File: config.mk
export PLATFORM = sky130hd
export DESIGN_NAME = axis_noc_packetizer
export DESIGN_NICKNAME = d
export VERILOG_FILES = /design/src/rtl/noc_ni_pkg.sv /design/src/rtl/noc_credit_counter.sv /design/src/rtl/axis_noc_packetizer.sv
export SDC_FILE = /design/constraint.sdc
export NUM_CORES = 1
export LEC_CHECK = 0
export BUFFER_PORTS_ARGS = -buffer_cell sky130_fd_sc_hd__buf_2
export CAP_MARGIN = 10
export CORE_MARGIN = 10
export CORE_UTILIZATION = 45
export CTS_CLUSTER_DIAMETER = 30
export CTS_CLUSTER_SIZE = 10
export DETAILED_ROUTE_END_ITERATION = 8
export HOLD_SLACK_MARGIN = 0.08
export PLACE_DENSITY_LB_ADDON = 0.12
export SKIP_CTS_REPAIR_TIMING = 1
export SYNTH_ARGS = -nofsm -noshare
export SYNTH_HDL_FRONTEND = slang
export SYNTH_SLANG_ARGS = --single-unit
File: constraint.sdc
create_clock -name clk_i -period 2.5 [get_ports clk_i]
set_input_delay 0.5 -clock clk_i [delete_from_list [all_inputs] [get_ports clk_i]]
set_output_delay 0.5 -clock clk_i [all_outputs]
set_load 0.01 [all_outputs]
File: src/rtl/noc_ni_pkg.sv
// rtl/noc_ni_pkg.sv - shared NoC network-interface flit types and header layout
package noc_ni_pkg;

    typedef logic [1:0] flit_type_t;

    localparam flit_type_t FLIT_BODY   = 2'b00;
    localparam flit_type_t FLIT_HEADER = 2'b01;
    localparam flit_type_t FLIT_TAIL   = 2'b10;

    typedef enum logic {
        ST_IDLE = 1'b0,
        ST_BODY = 1'b1
    } pkt_state_t;

    // Header payload layout, LSB first: dest, then tid, then source id, zero above
    localparam int HDR_DEST_OFS = 0;

    function automatic int hdr_tid_ofs(input int dest_w);
        return HDR_DEST_OFS + dest_w;
    endfunction

    function automatic int hdr_src_ofs(input int dest_w, input int id_w);
        return HDR_DEST_OFS + dest_w + id_w;
    endfunction

endpackage

File: src/rtl/noc_credit_counter.sv
// rtl/noc_credit_counter.sv - credit counter for router input buffer flow control
module noc_credit_counter #(
    parameter int CREDITS = 4
) (
    input  logic clk_i,
    input  logic rst_i,
    input  logic issue_i,
    input  logic credit_i,
    output logic ok_o,
    output logic err_o
);

    localparam int CW = $clog2(CREDITS + 1);
    localparam logic [CW-1:0] MAX_COUNT = CW'(CREDITS);

    logic [CW-1:0] count;

    // Issue consumes a slot, credit returns one; a credit beyond the buffer depth is a sticky error
    always_ff @(posedge clk_i or posedge rst_i) begin
        if (rst_i) begin
            count <= MAX_COUNT;
            err_o <= 1'b0;
        end else begin
            case ({issue_i, credit_i})
                2'b10: count <= count - CW'(1);
                2'b01: begin
                    if (count != MAX_COUNT) begin
                        count <= count + CW'(1);
                    end else begin
                        err_o <= 1'b1;
                    end
                end
                default: ;
            endcase
        end
    end

    assign ok_o = (count != '0);

endmodule

File: src/rtl/axis_noc_packetizer.sv
// rtl/axis_noc_packetizer.sv - AXI4-Stream to NoC flit packetizer, injection side
module axis_noc_packetizer
    import noc_ni_pkg::*;
#(
    parameter int DATA_WIDTH      = 32,
    parameter int DEST_WIDTH      = 8,
    parameter int ID_WIDTH        = 4,
    parameter int SRC_ID_WIDTH    = 8,
    parameter logic [SRC_ID_WIDTH-1:0] SRC_ID = '0,
    parameter int CREDITS         = 4,
    parameter int FLIT_TYPE_WIDTH = 2
) (
    input  logic                                 clk_i,
    input  logic                                 rst_i,
    input  logic                                 s_axis_tvalid,
    output logic                                 s_axis_tready,
    input  logic [DATA_WIDTH-1:0]                s_axis_tdata,
    input  logic [DEST_WIDTH-1:0]                s_axis_tdest,
    input  logic [ID_WIDTH-1:0]                  s_axis_tid,
    input  logic                                 s_axis_tlast,
    output logic [FLIT_TYPE_WIDTH+DATA_WIDTH-1:0] flit_o,
    output logic                                 flit_valid_o,
    input  logic                                 credit_i,
    output logic                                 busy_o,
    output logic                                 credit_err_o
);

    localparam int TID_OFS = hdr_tid_ofs(DEST_WIDTH);
    localparam int SRC_OFS = hdr_src_ofs(DEST_WIDTH, ID_WIDTH);

    pkt_state_t state_q;
    pkt_state_t state_d;
    logic ok;
    logic issue_hdr;
    logic issue_beat;
    logic [DATA_WIDTH-1:0] hdr_payload;

    noc_credit_counter #(
        .CREDITS (CREDITS)
    ) u_credit (
        .clk_i    (clk_i),
        .rst_i    (rst_i),
        .issue_i  (issue_hdr | issue_beat),
        .credit_i (credit_i),
        .ok_o     (ok),
        .err_o    (credit_err_o)
    );

    // Header payload from the live first beat; the flit register captures dest/tid so later changes are ignored
    always_comb begin
        hdr_payload = '0;
        hdr_payload[HDR_DEST_OFS +: DEST_WIDTH] = s_axis_tdest;
        hdr_payload[TID_OFS +: ID_WIDTH]        = s_axis_tid;
        hdr_payload[SRC_OFS +: SRC_ID_WIDTH]    = SRC_ID;
    end

    // State register
    always_ff @(posedge clk_i or posedge rst_i) begin
        if (rst_i) begin
            state_q <= ST_IDLE;
        end else begin
            state_q <= state_d;
        end
    end

    // Next-state: header moves to BODY, the tail handshake returns to IDLE
    always_comb begin
        state_d = state_q;
        case (state_q)
            ST_IDLE: if (issue_hdr) state_d = ST_BODY;
            ST_BODY: if (issue_beat && s_axis_tlast) state_d = ST_IDLE;
            default: state_d = ST_IDLE;
        endcase
    end

    // Outputs: beats are only accepted in BODY while a credit is available
    always_comb begin
        s_axis_tready = (state_q == ST_BODY) && ok;
        issue_hdr     = (state_q == ST_IDLE) && s_axis_tvalid && ok;
        issue_beat    = (state_q == ST_BODY) && s_axis_tvalid && ok;
        busy_o        = (state_q != ST_IDLE);
    end

    // Flit register: one flit per issue, valid for exactly one cycle
    always_ff @(posedge clk_i or posedge rst_i) begin
        if (rst_i) begin
            flit_o       <= '0;
            flit_valid_o <= 1'b0;
        end else begin
            flit_valid_o <= issue_hdr | issue_beat;
            if (issue_hdr) begin
                flit_o <= {FLIT_TYPE_WIDTH'(FLIT_HEADER), hdr_payload};
            end else if (issue_beat) begin
                flit_o <= {s_axis_tlast ? FLIT_TYPE_WIDTH'(FLIT_TAIL) : FLIT_TYPE_WIDTH'(FLIT_BODY),
                           s_axis_tdata};
            end
        end
    end

endmodule

# After elaboration in Yosys (flattened, before gate mapping)
# Index checks and enable logic that the tools add are counted.
# word_totals
mem_count	0
mem_bits_rw	0
out_inout_bits	38
in_bits	49
word_cells	33
mem_bits_ro	0
register_bits	40
latchBits	0
# classes
n_div	0
addsub	2
magnitude_cmp	0
n_reduce_logical	11
shift	0
multipliers	0
n_bitwise	3
n_mux	8
n_eq_ne	4
# op_table
cell	n
34-bit two-way mux	2
1-bit logical AND	6
3-bit one-hot mux with 2 select lines	1
2-bit AND reduction	2
2-bit nonzero test	2
3-bit by 1-bit adder with 3-bit output (second input constant)	1
3-bit two-way mux	1
3-bit != test (second input constant)	1
3-bit nonzero test	1
3-bit by 1-bit subtractor with 3-bit output (second input constant)	1
2-bit by 1-bit == test with 1-bit output (second input constant)	1
2-bit == test (second input constant)	1
1-bit two-way mux	2
2-bit two-way mux	1
2-bit by 1-bit != test with 1-bit output (second input constant)	1
1-bit NOT	2
1-bit one-hot mux with 2 select lines	1
1-bit bitwise OR	1

# Longest topological paths before layout
# depth
word_depth	7
mapped_depth	9
mapped_depth_nobuf	6

# Hierarchy
# From an unflattened synthesis, not the netlist that was laid out.
# hier_totals
cells_unflattened	181
area_unflattened_um2	1961.9
# by_module_without_submodules
module	n_inst	area_each_um2	cells_per_inst
axis_noc_packetizer	1	1712.9	157
noc_credit_counter	1	249.0	24

# Worst setup path before layout
# Ideal clock, no wire load.
# synth_path
kind	reg-to-reg
start	reg u_credit.count[0]
end	reg u_credit.count[2]
path_stages_with_launch	9
period_less_slack_ns	2.204
arrival_time_ns	2.132
required_ns	2.428
path_buffers	2
setup_slack_ns	0.296
cell_sequence	dfrtp_1 -> o31ai_4 -> buf_4 -> buf_6 -> nand2_1 -> fa_1 -> or3b_1 -> o21a_1 -> o21ai_1
# synth_between
elab_chain_cells	6
elab_cells_between_ends	14
# synth_rtl
item	line_no	text
start, declared	noc_credit_counter.sv:16	logic [CW-1:0] count;
start signal, assigned	noc_credit_counter.sv:25	2'b10: count <= count - CW'(1);
start signal, assigned	noc_credit_counter.sv:28	count <= count + CW'(1);
3-bit nonzero test	noc_credit_counter.sv:38	assign ok_o = (count != '0);
1-bit logical AND (on tied branches)	axis_noc_packetizer.sv:79, axis_noc_packetizer.sv:80	
1-bit bitwise OR	axis_noc_packetizer.sv:43	.issue_i (issue_hdr | issue_beat),
2-bit by 1-bit == test with 1-bit output or 2-bit == test (tied branches)	noc_credit_counter.sv:24	case ({issue_i, credit_i})
2-bit by 1-bit != test with 1-bit output (no source line) or 2-bit nonzero test (tied branches)	--	
2-bit AND reduction (no source line)	--	
# Parallel ways exist; a longest one is shown, timed or not. The select of a mux whose other input is x is not followed.
# A chain may end at the register's enable or synchronous reset.

# Worst setup path in the final report
# Same ends and word-level chain as after synthesis.

==> flow_summary_export.csv <==
group,metric,value,unit
sta,rsz0062_at_grt,"false",
sta,max_freq,0.504,GHz
finish,fin_nets,315,
global_routing,grt_max_degree,49,
floorplan,die_x,83.0,µm
finish,syn2layout_area_growth,31.0,%
setup_path,reg2reg_slack,520,ps
finish,layout-drive-gt1-share,0.383,
yosys,syn_area_per_cell,9.86,µm²
floorplan,core,3740,µm²
yosys,synthMuxAreaShare,0.0673,
routing,met2_length,2210,µm
setup_path,startpoint,"u_credit.count[0]$_DFFE_PP0P_",
finish,n_antenna_cell,0,
clock_network,cts.sinks,40,
yosys,yosys_register_bits,40,
yosys,synth_cell_type_count,29,
setup_path,arrival,2200,ps
floorplan,ios,87,
routing,topRoutingLayerUsed,"met4",
routing,finalWirelength,4470,µm
yosys,syn_nets,231,
routing,dr.pass1.iters,4,
sta,worstMarginPinSlew,487,ps
setup_path,cp.required,2720,ps
setup_path,crit_path_end,"u_credit.count[2]$_DFFE_PP1P_",
global_routing,grt_pass1_wl,7440,µm
place,post-dp-hpwl,3430,µm
sta,finalClockSkew,4.53,ps
yosys,yosys_warnings,0,
power_and_ir_drop,powerDensity,1170,nW/µm²
global_routing,grtUsageTotal,0.128,
sta,fin_ws,517,ps
routing,wirelength_met1,1940,µm
finish,final_cell_area,2340,µm²
place,routabilityCongestion,0.785,
yosys,synth-compound-area-share,0.0897,
status,outcome,"finished clean",
setup_path,start_kind,"register",
power_and_ir_drop,leakagePower,1.31,nW
sta,slew_violations,0,
floorplan,row_count,22,
yosys,synth_area,1790,µm²
clock_network,cts_made_buffers,5,
global_routing,grt_pass1_vias,1571,
worst_hold_path,hold_path_class,"in2async",
clock_network,clockBufferDepth,2,
clock_network,cts-root-buf,"clkbuf_8",
global_routing,overflow,0,
yosys,synthCells,181,
clock_network,cts-htree-levels,2,
floorplan,start_util,0.477,
sta,fin_crit_sh,0.793,
routing,first_iter_violations,105,
sta,setup_tns,0,ps
setup_path,critPathKind,"reg2reg",
yosys,synth_top_family_by_area,"simple AND/OR/NAND/NOR gates",
routing,via_count,1527,
setup_path,end_kind,"register",
yosys,synth-xor-area-share,0.00981,
yosys,ys_seq_area_frac,0.561,
global_routing,antenna_found_initial,0,
sta,slew_headroom,0.675,
place,placed_cell_area,2220,µm²
setup_path,rr_worst_depth,6,
finish,multi_input_area,683,µm²
place,portBuffers,86,
setup_path,path_max_fanout,8,
clock_network,cts_tree,"built",
setup_path,regToRegStartpoint,"u_credit.count[0]$_DFFE_PP0P_",
routing,wl_met3,250,µm
sta,setup_viol,0,
yosys,synthAdderAreaFrac,0.0112,
routing,wl_per_cell,14.2,µm
floorplan,fp.dieH,83.0,µm
place,dp_slack,525,ps
run,drv_cap,0,
clock_network,insertion_delay,290,ps
power_and_ir_drop,peakVddDrop,0.558,mV
sta,final-hold-violation-count,0,
routing,viasPerCell,4.86,
finish,nFillCells,358,
sta,min_period,1980,ps
floorplan,die-area,6890,µm²
finish,regArea,1000,µm²
routing,drcViolationCount,0,
setup_path,r2r_end,"u_credit.count[2]$_DFFE_PP1P_",
routing,drtAntennaViolNets,0,
clock_network,clk_transition_reported_paths,70,ps
yosys,synth-simple-area-share,0.205,
## cells in the final DEF (no fill, tap or decap), drive strengths merged
master	instances
a32oi	1
a41o	1
and2	1
buf	90
bufinv	1
clkbuf	6
clkinv	2
dfrtp	39
dfstp	1
fa	1
inv	2
mux2i	12
nand2	58
nand3	23
nand3b	1
nor2	1
o2111ai	1
o211ai	1
o21a	2
o21ai	16
o31a	1
o31ai	1
or2	1
or3b	1
xnor2	1
xor2	1
## cell families after synthesis
logic type	count (synthesis)
AOI/OAI and AO/OA	24
xor gates and xnor gates	2
adders and majority gates	1
buffers and inverters	16
DFF	40
muxes	12
and+or+nand+nor	86
## layer usage
metal  GRT usage  vias to the layer above
met2       0.212                       46
met4      0.0462                        0
li1            -                      773
met5           0                        -
met3      0.0430                        7
met1       0.150                      701
## metrics by stage
| stage | total power (W) | hold WS (ps) | util | std cells |
|---|---|---|---|---|
| detailed placement | 0.00224 | 450 | 0.592 | 306 |
| finish | 0.00274 | 307 | 0.625 | 314 |
| global placement | 0.00222 | 445 | 0.592 | 306 |
| global route | 0.00297 | 356 | 0.625 | 314 |
| floorplan | 0.00180 | 501 | - | 181 |
| CTS | 0.00279 | 325 | 0.625 | 314 |
## final cells by class
class                      count  area share
tap                           48      0.0257
multi-input combinational    125       0.292
clock inverter                 2      0.0166
clock buffer                   6      0.0353
timing repair buffer          90       0.197
inverter                       3     0.00482
sequential                    40       0.429
## registers in the layout, summed over array words and instances (netlist names)
register and flops:
flit_o 34, u_credit.count 3, busy_o 1, flit_valid_o 1
u_credit.err_o 1
## critical path: stages, from the launching register on
cell     delay (ps)
dfrtp_1         490
o31ai_4         260
nand2_1          90
fa_1            390
or3b_1          390
o21a_1          180
o21ai_1         110
## worst min-delay path by stage
stage,cells past startpoint,to
2_1_floorplan,2,flit_o[12]$_DFFE_PP0P_
3_3_place_gp,2,flit_o[21]$_DFFE_PP0P_
3_5_place_dp,2,flit_o[29]$_DFFE_PP0P_
4_1_cts,3,flit_o[25]$_DFFE_PP0P_
5_1_grt,3,flit_o[25]$_DFFE_PP0P_
6_report,3,flit_o[10]$_DFFE_PP0P_
## where the power goes
group / internal (W) / leakage, nW / switching, W / total, W
Combinational: 0.000450 / 0.755 / 0.000610 / 0.00106
Sequential: 0.000935 / 0.492 / 0.000198 / 0.00113
Clock: 0.000326 / 0.0614 / 0.000222 / 0.000548
## synth_stat cells (all sizes together)
master | n | area [µm²]
a32oi | 1 | 8.76
a41o | 1 | 10.0
and2 | 1 | 6.26
buf | 12 | 85.1
clkbuf | 1 | 3.75
dfrtp | 39 | 976
dfstp | 1 | 26.3
fa | 1 | 20.0
inv | 3 | 11.3
mux2i | 12 | 120
nand2 | 58 | 218
nand3 | 23 | 115
nand3b | 1 | 7.51
nor2 | 1 | 3.75
o2111ai | 1 | 8.76
o211ai | 1 | 7.51
o21a | 2 | 15.0
o21ai | 16 | 80.1
o31a | 1 | 8.76
o31ai | 1 | 21.3
or2 | 1 | 6.26
or3b | 1 | 8.76
xnor2 | 1 | 8.76
xor2 | 1 | 8.76
Note: power is estimated with default switching activity, not from simulation.
